==> src/rtl/nco_pkg.sv <==
// Shared types for the NCO sweep controller: FSM state encoding and
// sweep mode constants.
package nco_pkg;

  typedef enum logic [2:0] {
    S_IDLE     = 3'd0,
    S_RAMP_UP  = 3'd1,
    S_DWELL_HI = 3'd2,
    S_RAMP_DN  = 3'd3,
    S_DWELL_LO = 3'd4
  } sweep_state_t;

  localparam logic MODE_SINGLE = 1'b0;
  localparam logic MODE_TRI    = 1'b1;

endpackage

==> src/rtl/nco_sat_step.sv <==
// Saturating add/sub of a step onto a frequency word, clamped to a bound.
// Ports: a (current word), b (step), bound (clamp), sub (1 = subtract),
// result (next word), hit (bound reached; result equals bound).
module nco_sat_step #(
  parameter int W = 32
) (
  input  logic [W-1:0] a,
  input  logic [W-1:0] b,
  input  logic [W-1:0] bound,
  input  logic         sub,
  output logic [W-1:0] result,
  output logic         hit
);

  logic [W:0] sum;
  logic [W:0] diff;

  // One extra bit catches carry/borrow so the word never wraps.
  // A zero step jumps straight to the bound.
  always_comb begin
    sum  = {1'b0, a} + {1'b0, b};
    diff = {1'b0, a} - {1'b0, b};
    if (sub) begin
      hit = diff[W]
         || (diff[W-1:0] <= bound)
         || (b == '0);
    end else begin
      hit = (sum >= {1'b0, bound})
         || (b == '0);
    end
    if (hit) begin
      result = bound;
    end else if (sub) begin
      result = diff[W-1:0];
    end else begin
      result = sum[W-1:0];
    end
  end

endmodule

==> src/rtl/nco_sweep_ctrl.sv <==
// Chirp controller ramping the NCO phase increment between two words.
// Ports: clk_i, rst_n, cfg_* handshake + sweep config, abort_i,
// acc_o (freq word), busy_o, dir_o, done_o.
module nco_sweep_ctrl
  import nco_pkg::*;
#(
  parameter int ACC_WIDTH = 32,
  parameter int CNT_WIDTH = 16
) (
  input  logic                 clk_i,
  input  logic                 rst_n,
  input  logic                 cfg_valid_i,
  output logic                 cfg_ready_o,
  input  logic [ACC_WIDTH-1:0] f_start_i,
  input  logic [ACC_WIDTH-1:0] f_stop_i,
  input  logic [ACC_WIDTH-1:0] step_i,
  input  logic [CNT_WIDTH-1:0] dwell_i,
  input  logic                 mode_i,
  input  logic                 abort_i,
  output logic [ACC_WIDTH-1:0] acc_o,
  output logic                 busy_o,
  output logic                 dir_o,
  output logic                 done_o
);

  sweep_state_t         state;
  logic [ACC_WIDTH-1:0] f_start_q;
  logic [ACC_WIDTH-1:0] f_hi_q;
  logic [ACC_WIDTH-1:0] step_q;
  logic [CNT_WIDTH-1:0] dwell_q;
  logic                 mode_q;
  logic [CNT_WIDTH-1:0] cnt;

  logic                 down;
  logic [ACC_WIDTH-1:0] bound;
  logic [ACC_WIDTH-1:0] nxt;
  logic                 hit;

  assign down  = (state == S_RAMP_DN);
  assign bound = down ? f_start_q : f_hi_q;

  nco_sat_step #(
    .W(ACC_WIDTH)
  ) u_step (
    .a      (acc_o),
    .b      (step_q),
    .bound  (bound),
    .sub    (down),
    .result (nxt),
    .hit    (hit)
  );

  assign cfg_ready_o = (state == S_IDLE);
  assign busy_o      = (state != S_IDLE);

  // Dwell states last max(dwell,1) cycles: the counter is loaded on
  // entry and the state is left once it is at or below one.
  always_ff @(posedge clk_i or negedge rst_n) begin
    if (!rst_n) begin
      state     <= S_IDLE;
      f_start_q <= '0;
      f_hi_q    <= '0;
      step_q    <= '0;
      dwell_q   <= '0;
      mode_q    <= MODE_SINGLE;
      cnt       <= '0;
      acc_o     <= '0;
      dir_o     <= 1'b0;
      done_o    <= 1'b0;
    end else begin
      done_o <= 1'b0;
      if (state == S_IDLE) begin
        if (cfg_valid_i) begin
          f_start_q <= f_start_i;
          f_hi_q    <= (f_start_i > f_stop_i)
                     ? f_start_i : f_stop_i;
          step_q    <= step_i;
          dwell_q   <= dwell_i;
          mode_q    <= mode_i;
          acc_o     <= f_start_i;
          dir_o     <= 1'b0;
          state     <= S_RAMP_UP;
        end
      end else if (abort_i) begin
        state <= S_IDLE;
        dir_o <= 1'b0;
      end else begin
        unique case (state)
          S_RAMP_UP: begin
            acc_o <= nxt;
            if (hit) begin
              state <= S_DWELL_HI;
              cnt   <= dwell_q;
            end
          end
          S_DWELL_HI: begin
            if (cnt <= CNT_WIDTH'(1)) begin
              if (mode_q == MODE_TRI) begin
                state <= S_RAMP_DN;
                dir_o <= 1'b1;
              end else begin
                state  <= S_IDLE;
                done_o <= 1'b1;
              end
            end else begin
              cnt <= cnt - CNT_WIDTH'(1);
            end
          end
          S_RAMP_DN: begin
            acc_o <= nxt;
            if (hit) begin
              state <= S_DWELL_LO;
              cnt   <= dwell_q;
            end
          end
          S_DWELL_LO: begin
            if (cnt <= CNT_WIDTH'(1)) begin
              state <= S_RAMP_UP;
              dir_o <= 1'b0;
            end else begin
              cnt <= cnt - CNT_WIDTH'(1);
            end
          end
          default: begin
            state <= S_IDLE;
            dir_o <= 1'b0;
          end
        endcase
      end
    end
  end

endmodule

==> config.mk <==
export PLATFORM = sky130hd
export DESIGN_NAME = nco_sweep_ctrl
export DESIGN_NICKNAME = d
export VERILOG_FILES = /design/src/rtl/nco_pkg.sv /design/src/rtl/nco_sat_step.sv /design/src/rtl/nco_sweep_ctrl.sv
export SDC_FILE = /design/constraint.sdc
export NUM_CORES = 1
export LEC_CHECK = 0
export ABC_AREA = 1
export BUFFER_PORTS_ARGS = -buffer_cell sky130_fd_sc_hd__buf_2
export CAP_MARGIN = 20
export CORE_AREA = 3 3 172 174
export DETAILED_ROUTE_END_ITERATION = 6
export DIE_AREA = 0 0 175 177
export HOLD_SLACK_MARGIN = 0.03
export PLACE_DENSITY = 0.85
export SYNTH_ARGS = -nofsm -noshare
export SYNTH_HDL_FRONTEND = slang
export SYNTH_HIERARCHICAL = 1
export SYNTH_SLANG_ARGS = --single-unit
export TNS_END_PERCENT = 10
==> constraint.sdc <==
create_clock -name clk_i -period 4.6 [get_ports clk_i]
set_clock_uncertainty 0.15 [all_clocks]
set_input_delay 0.23 -clock clk_i [delete_from_list [all_inputs] [get_ports clk_i]]
set_output_delay 0.23 -clock clk_i [all_outputs]
set_load 0.02 [all_outputs]
# == Yosys cells after proc, flatten, opt, wreduce, memory -nomap -nowiden ==
# Index checks and enable logic that the tools add are counted.
# totals
reg_bits,166
latchBits,0
ram_bits,0
romBits,0
inputBits,117
output_inout_bits,36
elab_cells,81
memories,0
# op_classes
addsub,3
n_mul,0
n_div,0
magnitude_cmp,4
n_eq_ne,14
shifts,0
n_mux,33
n_bitwise,2
n_reduce_logical,15
# op_table
operator,count
two-way mux 32 bit,8
adder 32 x 32 -> 33 bit,1
greater-or-equal comparator 33 x 32 -> 1 bit,1
subtractor 32 x 32 -> 33 bit,1
> comparator 32 bit,1
less-or-equal comparator 32 bit,1
logical NOT 32 bit,1
two-way mux 16 bit,2
one-hot mux 16 bit (2 select lines),1
two-way mux 3 bit,7
less-or-equal comparator 16 x 1 -> 1 bit (second input constant),1
inequality test 4 bit (second input constant),4
subtractor 16 x 1 -> 16 bit (second input constant),1
AND reduction 5 bit,3
two-way mux 1 bit,12
one-hot mux 3 bit (4 select lines),1
equality test 3 x 2 -> 1 bit (second input constant),2
inequality test 2 bit (second input constant),3
inequality test 4 x 3 -> 1 bit (second input constant),1
nonzero test 2 bit,2
OR reduction 2 bit,2
equality test 3 x 1 -> 1 bit (second input constant),1
equality test 3 bit (second input constant),1
logical NOT 3 bit,1
9 further kinds,12

# == Longest topological paths before layout ==
# Gate-level depths: netlist of the first run.
# depth
ltp_word,10
mapped_depth,41
mapped_depth_nobuf,39

# == Hierarchy ==
# Netlist of the first run, hierarchy kept.
# modules_own_cells
mod,n_inst,cells_per_inst,area_each_um2,seq_area_each_um2
nco_sweep_ctrl,1,1166,8740.9,4154.0
nco_sat_step,1,1269,6914.1,0.0

# == Least setup slack after synthesis of the first run ==
# No wires, ideal clock.
# synth_path
path_type,reg-to-reg
start,register acc_o[5]
end,register cnt[4]
setup_ps,123
arrival_ps,4144
required_time_ps,4327
setup_slack_ps,183
stages_incl_launch_ff,40
path_cell_list,dfrtp_1 -> ha_1 -> buf_4 -> nor2_1 -> inv_1 -> o21ai_0 -> a21oi_1 -> nand2_1 -> nand2_1 -> nand2_1 -> nand2_1 -> nand2_1 -> nand2_1 -> and2_1 -> ha_1 -> nand2_1 -> nor2_1 -> nand2_1 -> [... 4 more ...] -> nand3_1 -> nand2_1 -> nand2_1 -> nand2_1 -> nand2_1 -> nand2_1 -> nand2_1 -> nand2_2 -> nand3_4 -> buf_6 -> nor2_1 -> a211oi_2 -> o21ai_2 -> inv_2 -> buf_6 -> nand2_1 -> nand2_1 -> o21ai_1
# synth_via
elab_chain_len,7
# synth_lines
item,line_no,rtl
from (decl),nco_sweep_ctrl.sv:20,"output logic [ACC_WIDTH-1:0] acc_o,"
from (signal assigned),nco_sweep_ctrl.sv:80,acc_o <= f_start_i;
from (signal assigned),nco_sweep_ctrl.sv:90,acc_o <= nxt;
from (signal assigned),nco_sweep_ctrl.sv:110,acc_o <= nxt;
subtractor 32 x 32 -> 33 bit,nco_sat_step.sv:22,"diff = {1'b0, a} - {1'b0, b};"
less-or-equal comparator 32 bit,nco_sat_step.sv:25,|| (diff[W-1:0] <= bound)
logical OR 1 bit,nco_sat_step.sv:25,
logical OR 1 bit,nco_sat_step.sv:26,|| (b == '0);
two-way mux 1 bit *,nco_sat_step.sv:23,if (sub) begin
net hit,nco_sweep_ctrl.sv:37,logic hit;
inequality test 2 x 1 -> 1 bit (no line) *,--,
AND reduction 5 bit (no line) *,--,
to (signal assigned),nco_sweep_ctrl.sv:93,cnt <= dwell_q;
to (signal assigned),nco_sweep_ctrl.sv:106,cnt <= cnt - CNT_WIDTH'(1);
to (signal assigned),nco_sweep_ctrl.sv:113,cnt <= dwell_q;
to (decl),nco_sweep_ctrl.sv:32,logic [CNT_WIDTH-1:0] cnt;
# The timed path passes the listed nets; every way through them passes the cells marked *.
# A chain may end at the register's enable or synchronous reset.

# == Worst setup path after layout of the first run ==
# layout_path
start,register step_q[0]
end,register cnt[7]
# layout_via
elab_chain_len,7
# layout_lines
item,line_no,rtl
from (decl),nco_sweep_ctrl.sv:29,logic [ACC_WIDTH-1:0] step_q;
from (signal assigned),nco_sweep_ctrl.sv:77,step_q <= step_i;
subtractor 32 x 32 -> 33 bit,nco_sat_step.sv:22,
less-or-equal comparator 32 bit,nco_sat_step.sv:25,
logical OR 1 bit,nco_sat_step.sv:25,
logical OR 1 bit,nco_sat_step.sv:26,
two-way mux 1 bit *,nco_sat_step.sv:23,
net hit,nco_sweep_ctrl.sv:37,
inequality test 2 x 1 -> 1 bit (no line) *,--,
AND reduction 5 bit (no line) *,--,
# Marked as above.

==> results of run 1 <==
logic make-up (layout without fill, tap and decap cells):
logic type	Yosys count	after routing	synth area share, %
simple gates	1308	1308	35.1
buf+inv	419	837	11.0
compound gates	338	338	11.8
flops	166	166	26.5
fa+ha+maj	164	164	13.2
xor+xnor	40	40	2.24
other cells	0	1	0
repair_timing:
action / CTS / global route
cloned: 0 / 1
gates resized for setup: 25 / 123
endpoints found under the setup margin: 51 / 51
hold endpoints to repair: 222 / 0
buffers inserted: 2 / 19
pin swaps: 9 / 35
hold buffers: 115 / 0
metrics by stage:
| stage | setup WS, ps | setup TNS [ps] | cells |
|---|---|---|---|
| finish | -157 | -2030 | 3232 |
| CTS | 4.07 | 0 | 3212 |
| global route | -269 | -8000 | 3232 |
| detailed placement | -273 | -7360 | 3063 |
| global placement | -292 | -4840 | 3063 |
| floorplan | 183 | 0 | 2435 |
state kept, by name, indices dropped and copies added, names as in the netlist:
name / count
step_q: 32
state: 3
dir_o: 1
cnt: 16
f_hi_q: 32
dwell_q: 16
acc_o: 32
done_o: 1
f_start_q: 32
mode_q: 1
worst paths after layout:
check,depth (start not counted),slack (ps),end
max,29,-160,cnt[7]$_DFFE_PN0P_
min,5,120,state[2]$_DFFE_PN0P_
max reg2reg,29,-160,cnt[7]$_DFFE_PN0P_
min reg2reg,2,330,f_hi_q[15]$_DFFE_PN0P_
max in group asynchronous,3,3000,f_start_q[20]$_DFFE_PN0P_
min in group asynchronous,2,290,step_q[7]$_DFFE_PN0P_
per-layer routing:
metal  track usage [%]  vias up  wire length, µm
met5                 0        -                0
met4              17.6        0             3640
met3              9.65      259             8310
met2              67.4     1430            29900
met1              58.0     8908            27000
li1                  -     8620                -
placed cells by master (no fill, tap or decap), types with 89 or more instances in the layout:
cell	count
sky130_fd_sc_hd__nor2_1	136
sky130_fd_sc_hd__inv_1	298
sky130_fd_sc_hd__dlygate4sd3_1	115
sky130_fd_sc_hd__buf_4	211
sky130_fd_sc_hd__dfrtp_1	159
sky130_fd_sc_hd__nand3_1	146
sky130_fd_sc_hd__ha_1	135
sky130_fd_sc_hd__o21ai_0	89
sky130_fd_sc_hd__buf_2	151
sky130_fd_sc_hd__nand2_1	833
sky130_fd_sc_hd__a21oi_1	102
worst max-delay path, delay by kind of cell (launching register included):
family	cells	cell delay, ps
AO/OA/AOI/OAI	5	770
adder cells (fa/ha/maj)	3	850
buffers and inverters	3	330
flip-flops	1	460
AND/OR/NAND/NOR	18	2070
cell type report:
cell class	count	area, µm²
Sequential cell	166	4160
Timing Repair Buffer	487	3670
Multi-Input combinational cell	1850	10400
Clock buffer	18	429
Tap cell	378	473
Fill cell	2194	7440
Inverter	318	1200
Clock inverter	14	186
Antenna cell	1	2.50
==> impl_metrics.sql, run 1 <==
INSERT INTO impl_metrics (metric_group, metric, value, unit) VALUES
('yosys', 'synth_most_common_cell', 'sky130_fd_sc_hd__nand2_1', ''),
('worst_hold_path', 'worst_hold_path_type', 'primary input to flop', ''),
('timing', 'final.setup.worst_slack', '-157', 'ps'),
('critical_path', 'critical_path_arrival', '4970', 'ps'),
('clock_network', 'clock-root-buffer', 'sky130_fd_sc_hd__clkbuf_16', ''),
('critical_path', 'cp_slowest_stage_delay', '460', 'ps'),
('yosys', 'syn_inst', '2435', ''),
('die', 'die_w', '175', 'µm'),
('yosys', 'synth_enable_flop_cells', '0', ''),
('yosys', 'yosys.area.top_type_share', '26.5', '%'),
('critical_path', 'endpoint_kind', 'flop', ''),
('grt', 'globalRouteTotalUtil', '43.1', '%'),
('yosys', 'synth_commonest_cells', 'sky130_fd_sc_hd__nand2_1, sky130_fd_sc_hd__inv_1, sky130_fd_sc_hd__dfrtp_1, sky130_fd_sc_hd__ha_1, sky130_fd_sc_hd__nor2_1', ''),
('clock_network', 'cts_htree_levels', '4', ''),
('outcome', 'violations', 'design-rule violations, negative setup slack', ''),
('timing', 'hold_ws', '119', 'ps'),
('place', 'portBuffers', '152', ''),
('place', 'place_congestion', '1.09', ''),
('yosys', 'post_synth_main_area_contributors', 'sky130_fd_sc_hd__dfrtp_1, sky130_fd_sc_hd__nand2_1, sky130_fd_sc_hd__ha_1', ''),
('yosys', 'synthesis.area', '15700', 'µm²'),
('detailed_routing', 'viasPerCell', '5.95', ''),
('die', 'initial_utilization', '56.0', '%'),
('critical_path', 'crit_path_start', 'step_q[0]$_DFFE_PN0P_', ''),
('cells_and_area', 'post-route-util', '73.4', '%'),
('cells_and_area', 'fin_area', '20500', 'µm²'),
('die', 'io-pin-count', '153', ''),
('detailed_routing', 'drtPass1Iterations', '7', ''),
('grt', 'grt_overflow_total', '0', ''),
('grt', 'via_count_of_the_first_global_routing_pass', '18300', ''),
('die', 'floorplan.core_area', '27900', 'µm²'),
('critical_path', 'required', '4810', 'ps'),
('timing', 'report.final.hold_viol_count', '0', ''),
('timing', 'max-slew-margin-rel', '28.4', '%'),
('clock_network', 'cts.sink_count', '166', ''),
('yosys', 'syn_avg_cell_area', '6.43', 'µm²'),
('worst_hold_path', 'hold_start', 'cfg_valid_i', ''),
('place', 'detailedPlacementHpwl', '47600', 'µm'),
('timing', 'setup_repair_after_global_routing_missed_its_margin', 'yes', ''),
('clock_network', 'clkLatencyLatePin', '460', 'ps'),
('detailed_routing', 'route.final.wire_length', '68800', 'µm'),
('yosys', 'ys_dominant_reg_cell', 'sky130_fd_sc_hd__dfrtp_1', ''),
('clock_network', 'cts-buffers-inserted', '17', ''),
('critical_path', 'worstSetupPathType', 'flop to flop', ''),
('grt', 'grt_max_degree', '88', ''),
('yosys', 'postSynthRegisterBits', '166', ''),
('timing', 'final.min_clock_period', '4760', 'ps'),
('critical_path', 'crit-reg2reg-launch', 'step_q[0]$_DFFE_PN0P_', ''),
('yosys', 'synth_fp_nets', '2716', ''),
('timing', 'tightestPinTransition', '1070', 'ps'),
('die', 'core.rowCount', '61', ''),
('yosys', 'async_flop_share', '100', '%'),
('place', 'dpl_cell_area', '17900', 'µm²'),
('timing', 'layout_worst_path_cycle_share', '103', '%'),
('yosys', 'seq_area_frac_synth', '26.5', '%'),
('timing', 'max_freq', '210', 'MHz'),
('detailed_routing', 'drt_first_iter_violations', '2650', ''),
('yosys', 'yosysWarnings', '6', ''),
('clock_network', 'tritoncts_clock_tree', 'yes', ''),
('detailed_routing', 'drt_drc_violations_left', '8', ''),
('grt', 'antenna_found_initial', '1', ''),
('detailed_routing', 'antenna_left', '0', ''),
('outcome', 'status', 'complete, but fails checks', ''),
('yosys', 'post-synth-top-area-cell', 'sky130_fd_sc_hd__dfrtp_1', ''),
('critical_path', 'crit_fanout', '7', ''),
('yosys', 'synthDistinctLibCells', '49', ''),
('clock_network', 'path_clk_slew', '90', 'ps'),
('clock_network', 'max-clock-path-buffers', '2', ''),
('cells_and_area', 'drive_above_1_share', '19.8', '%'),
('timing', 'final_max_slew_viol_count', '0', ''),
('critical_path', 'worstSetupStartpointType', 'flop', ''),
('die', 'chipHeight', '177', 'µm'),
('die', 'design.die.area', '31000', 'µm²'),
('cells_and_area', 'num-nets-final', '3121', ''),
('flow_run', 'timing.max_cap.violations', '0', ''),
('detailed_routing', 'route.detailed.wl_per_inst', '21.3', 'µm'),
('cells_and_area', 'area_growth', '30.9', '%'),
('timing', 'setup_viol', '33', ''),
('critical_path', 'crit_path_top_delay_cell', 'sky130_fd_sc_hd__dfrtp_2', ''),
('detailed_routing', 'via_total_after_detailed_routing', '19200', ''),
('grt', 'grt_first_pass_wirelength', '103000', 'µm'),
('critical_path', 'cp_common_cell', 'sky130_fd_sc_hd__nand2_1', '');
Power of run 1 is not shown: default switching activity piles up to over one toggle a cycle in this logic, so the estimate is an artifact.
==> run 2, diff against run 1 <==
--- a/config.mk
+++ b/config.mk
@@ -8,9 +8,9 @@
 export ABC_AREA = 1
 export BUFFER_PORTS_ARGS = -buffer_cell sky130_fd_sc_hd__buf_2
 export CAP_MARGIN = 20
-export CORE_AREA = 3 3 172 174
+export CORE_AREA = 3 3 131 228
 export DETAILED_ROUTE_END_ITERATION = 6
-export DIE_AREA = 0 0 175 177
+export DIE_AREA = 0 0 134 231
 export HOLD_SLACK_MARGIN = 0.03
 export PLACE_DENSITY = 0.85
 export SYNTH_ARGS = -nofsm -noshare
==> run 2 against run 1 <==
The flow finishes with violations (negative setup slack). Global-route usage decreased by 1.4 points. Non-clock buffer count is 72 higher. Worst setup slack improved by 92 ps. Core utilization increased by 1.6 points. Highest routed layer unchanged.
==> impl_metrics.sql, run 2 (synthesis results as in run 1) <==
INSERT INTO impl_metrics (metric_group, metric, value, unit) VALUES
('timing', 'setup_viol', '14', ''),
('critical_path', 'critical_path_arrival', '4890', 'ps'),
('critical_path', 'setup.worst_path.end', 'cnt[13]$_DFFE_PN0P_', ''),
('cells_and_area', 'fin_area', '21100', 'µm²'),
('grt', 'grt.met2_usage', '72.4', '%'),
('cells_and_area', 'num-nets-final', '3193', ''),
('cells_and_area', 'drive_above_1_share', '22.7', '%'),
('cells_and_area', 'final_common_cell', 'sky130_fd_sc_hd__nand2_1', ''),
('cells_and_area', 'diodes', '0', ''),
('die', 'die_w', '134', 'µm'),
('grt', 'grt.busiest_layer', 'met2', ''),
('cells_and_area', 'fillers', '2167', ''),
('critical_path', 'required', '4830', 'ps'),
('clock_network', 'path_clk_slew', '80', 'ps'),
('flow_run', 'timing.max_cap.violations', '0', ''),
('die', 'core.rowCount', '81', ''),
('detailed_routing', 'via_total_after_detailed_routing', '19100', ''),
('worst_hold_path', 'worst_hold_path_type', 'primary input to flop', ''),
('cells_and_area', 'area_growth', '34.5', '%'),
('detailed_routing', 'antenna_left', '0', ''),
('critical_path', 'worstReg2RegEnd', 'cnt[13]$_DFFE_PN0P_', ''),
('place', 'portBuffers', '152', ''),
('critical_path', 'crit-reg2reg-launch', 'acc_o[13]$_DFFE_PN0P_', ''),
('detailed_routing', 'drt_first_iter_violations', '1944', ''),
('place', 'detailedPlacementHpwl', '47800', 'µm'),
('clock_network', 'clkLatencyLatePin', '460', 'ps'),
('timing', 'report.final.hold_viol_count', '0', ''),
('die', 'floorplan.core_area', '28100', 'µm²'),
('detailed_routing', 'route.final.wire_length', '66200', 'µm'),
('grt', 'grt_use_met3', '5.84', '%'),
('die', 'design.die.area', '31000', 'µm²'),
('detailed_routing', 'drtPass1Iterations', '6', ''),
('grt', 'grt_max_degree', '98', ''),
('grt', 'via_count_of_the_first_global_routing_pass', '18800', ''),
('grt', 'globalRouteTotalUtil', '41.7', '%'),
('place', 'place_congestion', '1.07', ''),
('critical_path', 'crit_path_start', 'acc_o[13]$_DFFE_PN0P_', ''),
('timing', 'final_max_slew_viol_count', '0', ''),
('grt', 'grt_overflow_total', '0', ''),
('timing', 'final.setup.worst_slack', '-65.3', 'ps'),
('timing', 'final.min_clock_period', '4670', 'ps'),
('outcome', 'status', 'complete, but fails checks', ''),
('detailed_routing', 'drt_drc_violations_left', '0', ''),
('die', 'chipHeight', '231', 'µm'),
('die', 'io-pin-count', '153', ''),
('clock_network', 'max-clock-path-buffers', '2', ''),
('timing', 'max_freq', '214', 'MHz'),
('timing', 'tightestPinTransition', '1080', 'ps'),
('critical_path', 'reg2reg_slack', '-70', 'ps'),
('critical_path', 'endpoint_kind', 'flop', ''),
('clock_network', 'cts-buffers-inserted', '17', ''),
('place', 'dpl_cell_area', '18300', 'µm²'),
('clock_network', 'cts.sink_count', '166', ''),
('clock_network', 'clock-root-buffer', 'sky130_fd_sc_hd__clkbuf_16', ''),
('critical_path', 'worstSetupStartpointType', 'flop', ''),
('critical_path', 'crit_fanout', '7', ''),
('grt', 'antenna_found_initial', '0', ''),
('grt', 'grt_first_pass_wirelength', '100000', 'µm'),
('timing', 'layout_worst_path_cycle_share', '101', '%'),
('critical_path', 'worstSetupPathType', 'flop to flop', ''),
('detailed_routing', 'route.detailed.wl_per_inst', '20.1', 'µm'),
('clock_network', 'tritoncts_clock_tree', 'yes', ''),
('clock_network', 'cts_htree_levels', '4', ''),
('detailed_routing', 'viasPerCell', '5.80', ''),
('timing', 'max-slew-margin-rel', '27.8', '%'),
('die', 'initial_utilization', '55.8', '%'),
('cells_and_area', 'layout.cells.most_common_list', 'sky130_fd_sc_hd__nand2_1, sky130_fd_sc_hd__inv_1, sky130_fd_sc_hd__buf_4', ''),
('grt', 'use_met1', '47.7', '%'),
('critical_path', 'worstRegToRegCells', '26', ''),
('outcome', 'violations', 'negative setup slack', ''),
('timing', 'setup_repair_after_global_routing_missed_its_margin', 'yes', '');
[run 2: cell types whose count changed in the layout (fill, tap and decap cells not counted), sizes merged]
| cell | delta |
|---|---|
| clkbuf | +1 |
| bufinv | -1 |
| clkinvlp | -1 |
| clkinv | +4 |
| inv | -2 |
| diode | -1 |
| buf | +71 |
[run 2: metrics by stage]
step                setup WS [ps]  hold WS [ps]  std cells  TNS (ps)  utilization (%)
floorplan                     183          -216       2435         0                -
detailed placement           -219           236       3115     -4890             65.4
global route                 -170           154       3298     -3270             75.0
CTS                         0.856          60.7       3278         0             73.0
global placement             -173           228       3115     -3550             65.4
finish                      -65.3          91.8       3298      -443             75.0
[run 2: what timing repair did]
action,4_1_cts,5_1_grt
setup endpoints to repair,46,51
resized for setup,65,108
pin swaps,12,34
hold endpoints to repair,246,0
hold buffers,115,0
cloned,1,2
setup buffers,15,18
[run 2: routing by layer]
layer	up-vias	share of wire, %
met5	-	0
met1	8884	36
met3	299	8.0
met2	1163	49
li1	8773	-
met4	0	7.9
[run 2: area by class of cell]
type                            count  area, µm²  area share, %
Clock buffer                       18        439           2.09
Timing Repair Buffer              559       4260           20.2
Clock inverter                     14        141          0.671
Inverter                          318       1200           5.68
Tap cell                          373        467           2.22
Multi-Input combinational cell   1850      10400           49.4
Sequential cell                   166       4160           19.8
[run 2: critical path, stage by stage (launching register included)]
cell,delay (ps)
sky130_fd_sc_hd__dfrtp_1,480
sky130_fd_sc_hd__ha_4,320
sky130_fd_sc_hd__a21oi_1,320
sky130_fd_sc_hd__a21boi_0,330
sky130_fd_sc_hd__buf_4,180
sky130_fd_sc_hd__o21ai_0,100
sky130_fd_sc_hd__a21oi_1,230
sky130_fd_sc_hd__nand3_1,170
sky130_fd_sc_hd__and2_1,210
sky130_fd_sc_hd__ha_1,260
sky130_fd_sc_hd__nand2_1,80
sky130_fd_sc_hd__o21ai_0,90
sky130_fd_sc_hd__nand2_1,70
sky130_fd_sc_hd__o211ai_1,170
sky130_fd_sc_hd__a21oi_2,180
sky130_fd_sc_hd__nand2_1,80
sky130_fd_sc_hd__nand3_2,90
sky130_fd_sc_hd__nand2_4,80
sky130_fd_sc_hd__nand3_4,110
sky130_fd_sc_hd__nor2_4,50
sky130_fd_sc_hd__a211oi_2,150
sky130_fd_sc_hd__o21ai_2,100
sky130_fd_sc_hd__inv_2,170
sky130_fd_sc_hd__buf_12,150
sky130_fd_sc_hd__buf_16,130
sky130_fd_sc_hd__nand3_2,60
sky130_fd_sc_hd__o21ai_1,80
[run 2: worst min path at each step]
| stage | from | to | slack, ps | cells past startpoint |
|---|---|---|---|---|
| after floorplan | rst_n | acc_o[0]$_DFFE_PN0P_ | -220 | 0 |
| after global placement | rst_n | f_hi_q[23]$_DFFE_PN0P_ | 230 | 1 |
| after detailed placement | rst_n | f_start_q[23]$_DFFE_PN0P_ | 240 | 1 |
| after CTS | cfg_valid_i | dir_o$_DFFE_PN0P_ | 60 | 4 |
| after global routing | cfg_valid_i | state[1]$_DFFE_PN0P_ | 150 | 4 |
| final | cfg_valid_i | state[1]$_DFFE_PN0P_ | 90 | 4 |
Power of run 2 is left out for the same reason.
